## config.mk

```make
export PLATFORM = sky130hd
export DESIGN_NAME = mlg_decode_ctrl
export DESIGN_NICKNAME = d
export VERILOG_FILES = /design/src/rtl/mlg_decode_ctrl.sv
export SDC_FILE = /design/constraint.sdc
export NUM_CORES = 1
export LEC_CHECK = 0
export ABC_AREA = 0
export ABC_CLOCK_PERIOD_IN_PS = 1570
export CORE_ASPECT_RATIO = 1.4
export CORE_MARGIN = 2
export CORE_UTILIZATION = 38
export CTS_CLUSTER_SIZE = 25
export DETAILED_ROUTE_END_ITERATION = 12
export GPL_TIMING_DRIVEN = 0
export PLACE_DENSITY = 0.76
export SYNTH_ARGS = -nofsm -noshare
export SYNTH_HDL_FRONTEND = slang
export SYNTH_SLANG_ARGS = --single-unit
```

## constraint.sdc

```tcl
create_clock -name clk -period 1.57 [get_ports clk]
set_clock_uncertainty 0.1 [all_clocks]
set_input_delay 0.314 -clock clk [delete_from_list [all_inputs] [get_ports clk]]
set_output_delay 0.314 -clock clk [all_outputs]
set_load 0.01 [all_outputs]
```

## src/rtl/mlg_decode_ctrl.sv

```systemverilog
// Majority-logic decode controller.
// Loads a received codeword into a rotating register and shifts it N times
// through an external majority-logic corrector. The corrected MSB comes back
// on cc_in and re-enters at bit 0. After N rotations the register is back in
// its original alignment and holds the corrected word. The number of
// positions the corrector flipped is counted, saturating at 2^CW-1.
// All outputs are decoded from registers, so the only combinational input
// dependency is cc_in feeding the next-state of ct and nerr.
module mlg_decode_ctrl #(
   parameter int N  = 15,
   parameter int CW = 4
) (
   input  logic          clk,
   input  logic          rst,
   input  logic          flush,
   input  logic [N-1:0]  in_word,
   input  logic          in_valid,
   output logic          in_ready,
   output logic [N-1:0]  ct_out,
   input  logic          cc_in,
   output logic          shift_en,
   output logic [N-1:0]  out_word,
   output logic [CW-1:0] out_nerr,
   output logic          out_valid,
   input  logic          out_ready
);

   typedef enum logic [1:0] {
      IDLE   = 2'd0,
      DECODE = 2'd1,
      DONE   = 2'd2
   } state_t;

   localparam logic [CW-1:0] CNT_LAST = CW'(N - 1);
   localparam logic [CW-1:0] NERR_MAX = {CW{1'b1}};

   state_t        state_q, state_d;
   logic [N-1:0]  ct_q, ct_d;
   logic [CW-1:0] cnt_q, cnt_d;
   logic [CW-1:0] nerr_q, nerr_d;

   // State, rotating register, shift counter and error counter
   always_ff @(posedge clk or negedge rst) begin
      if (!rst) begin
         state_q <= IDLE;
         ct_q    <= '0;
         cnt_q   <= '0;
         nerr_q  <= '0;
      end else begin
         state_q <= state_d;
         ct_q    <= ct_d;
         cnt_q   <= cnt_d;
         nerr_q  <= nerr_d;
      end
   end

   // Next-state logic; a flush abandons the word without doing a shift
   always_comb begin
      state_d = state_q;
      ct_d    = ct_q;
      cnt_d   = cnt_q;
      nerr_d  = nerr_q;

      if (flush) begin
         state_d = IDLE;
      end else begin
         case (state_q)
            IDLE: begin
               if (in_valid) begin
                  ct_d    = in_word;
                  cnt_d   = '0;
                  nerr_d  = '0;
                  state_d = DECODE;
               end
            end
            DECODE: begin
               ct_d  = {ct_q[N-2:0], cc_in};
               cnt_d = cnt_q + CW'(1);
               if ((cc_in != ct_q[N-1]) && (nerr_q != NERR_MAX)) begin
                  nerr_d = nerr_q + CW'(1);
               end
               if (cnt_q == CNT_LAST) begin
                  state_d = DONE;
               end
            end
            DONE: begin
               if (out_ready) begin
                  state_d = IDLE;
               end
            end
            default: begin
               state_d = IDLE;
            end
         endcase
      end
   end

   // Handshake and shift strobes decoded purely from the state register
   always_comb begin
      in_ready  = (state_q == IDLE);
      shift_en  = (state_q == DECODE);
      out_valid = (state_q == DONE);
   end

   // Data outputs are the registers themselves, qualified by out_valid
   always_comb begin
      ct_out   = ct_q;
      out_word = ct_q;
      out_nerr = nerr_q;
   end

endmodule
```

==> results.ini <==
[synth]
yosysTopAreaCellShare_pct = 47.0
syn_area_um2 = 1330
synth_top_cell_by_area = dfrtp_1
syn-instance-count = 151
yosysWarnings = 0
synthTopCellsByArea = dfrtp_1, nand2_1, buf_4
ys_seq_area_share_pct = 47.0
synthesis.nets = 175
synth_seq_cells = 25
synth_cell_types = 30
syn_area_per_cell_um2 = 8.82

[timing]
finalCritPeriodShare_pct = 102
hold_viol = 0
finalMaxSlewViolations = 0
fin_crit_ns = 1.60
setup_viol = 2
worstMarginPinSlew_ns = 1.09
max_slew_margin_pct = 27.1
setup_ws_ns = -0.0313
fmax_mhz = 625
rsz0062_at_grt = yes
finalSetupTns_ns = -0.0374

[global_route]
grt_usage_pct = 19.3
grt_pass1_vias = 1260
gr-total-overflow = 0
antenna_found_initial = 0
grt_pass1_wl_um = 5690
grt_max_degree = 26

[detailed_routing]
drc = 0
num_vias = 1402
ant_nets = 0
vias_per_cell = 4.94
first_pass_iters = 4
routed_wl_um = 3810
drt_iter0_drc = 34
post_drt_wl_per_cell_um = 13.4

[final_layout]
layout.nets = 269
diodes = 0
drive_gt1_share_pct = 32.0
synthToLayoutAreaGrowth_pct = 72.7
nFillCells = 262
utilization_pct = 68.0
layoutNonFillerInstCount = 284

[power]
p_leak_nw = 1.11
powerDensity_nw_per_um2 = 1040
ir_worst_vdd_v = 0.000669

[outcome]
violations = negative setup slack
outcome = finished, violations left

[setup_path]
crit_path_end_kind = flop
slowest_stage = dfrtp_2
cp_cell_sequence = buf_6 > nor4b_4 > a21oi_4 > or4_4 > nand3_2
cp_data_arrival_time_ns = 1.72
start_kind = flop
slowest_delay_ns = 0.43
critPathMaxFanout = 3
critical_path_class = flop to flop
cp.required_ns = 1.69

[floorplan]
rows = 25
fp.dieArea_um2 = 4000
fp.coreArea_um2 = 3380
ios = 58
die_w_um = 54.0
initial_core_util_pct = 39.4
dieHeight_um = 74.0

[clock_tree]
clock_latency_ns = 0.27
cts_buffers = 3
clockBufferDepth = 2
postCtsHoldBufs = 0
cts_tree = built
htree_num_levels = 1
clkTransAtPathRegs_ns = 0.10
root_buffer = clkbuf_8
cts.sinks = 25

[job]
cap_violations = 0

[place]
gp_congestion = 0.774
dp_slack_ns = -0.495
io_buffers = 57
dp.cells = 248
dp_hpwl_um = 2410

[worst_hold_path]
hold_class = input port to asynchronous set/reset pin

state kept, by name, summed over array words and instances, names as in the netlist:
register / flops
ct_out: 15
out_nerr: 4
cnt_q: 4
state_q: 2
critical path: cells and delay by family, from the launching register on:
kind | cells | cell delay, ns
AND/OR/NAND/NOR | 3 | 0.84
AO/OA/AOI/OAI | 1 | 0.05
flip-flops | 1 | 0.43
buffers and inverters | 1 | 0.13
power by group:
group	switching, mW	internal (mW)
clock network	0.219	0.180
registers	0.107	0.770
logic	0.483	0.628
total	0.809	1.58
area by class of cell:
| class | count | area (um^2) | share of cell area, % |
|---|---|---|---|
| inverter | 4 | 27.5 | 1.20 |
| multi-input combinational | 101 | 612 | 26.6 |
| buffer | 19 | 144 | 6.26 |
| sequential | 25 | 631 | 27.4 |
| clock buffer | 3 | 41.3 | 1.80 |
| timing repair buffer | 91 | 786 | 34.2 |
| clock inverter | 1 | 7.51 | 0.327 |
| tap | 40 | 50.0 | 2.18 |
layout by cell type, fill, tap and decap left out, drive strengths merged, types with 2 or more instances in the layout:
cell type / netlist / final
clkdlybuf4s50: 0 / 17
inv: 4 / 3
xor2: 2 / 2
ha: 3 / 3
nand3: 3 / 3
buf: 19 / 53
dfrtp: 25 / 25
nor2: 22 / 22
o21ai: 5 / 5
dlygate4sd2: 0 / 37
clkbuf: 2 / 6
a31oi: 16 / 16
nand2: 36 / 36
nand2b: 2 / 2
metrics by stage:
step	hold WS, ns	instance area (um^2)	power [mW]
after floorplan	-0.0816	1340	1.36
after global placement	0.418	1960	1.86
after detailed placement	0.438	1960	1.88
after CTS	0.297	2190	2.32
after global routing	0.377	2300	2.54
final	0.257	2300	2.39
path summary, 6_finish.rpt:
path	start	to	slack, ns	cells past startpoint
worst max-delay path	state_q[1]	out_nerr[3]	-0.03	5
worst max register to register	state_q[1]	out_nerr[3]	-0.03	5
worst min register to register	out_nerr[0]	out_nerr[0]	0.44	1
worst min-delay path	rst	ct_out[5]	0.26	1
min in group clk	cc_in	ct_out[0]	0.41	3
max in group asynchronous	rst	out_nerr[2]	0.38	1
per-layer routing:
layer	part of all wire, %	vias up	GRT usage, %
met5	0	-	0
met2	52	51	33.5
li1	-	679	-
met1	41	664	23.6
met3	6.2	8	3.01
met4	1.1	0	7.78
logic make-up after synthesis:
group                      Yosys count  synth area share, %
adders and majority gates            3                 2.82
AOI/OAI and AO/OA                   27                 13.7
buffers and inverters               25                 12.1
DFF                                 25                 47.0
xor gates and xnor gates             3                 1.97
and+or+nand+nor                     68                 22.4
Yosys cell counts (all sizes together):
cell type	n
a22oi	1
nand2	36
buf	19
nor4b	1
nand3	3
nor2	22
xnor2	1
nand4	1
o21ai	5
o21a	1
a21oi	1
inv	4
or4	1
clkbuf	2
dfrtp	25
o41ai	1
xor2	2
nand2b	2
a32o	1
and3	1
nor2b	1
a31oi	16
o21bai	1
ha	3
what timing repair did:
item,in CTS,in global routing
endpoints found under the setup margin,53,18
resized for setup,65,11
pin swaps,1,2
setup buffers,24,10
Note: power is estimated with default switching activity, not from simulation.
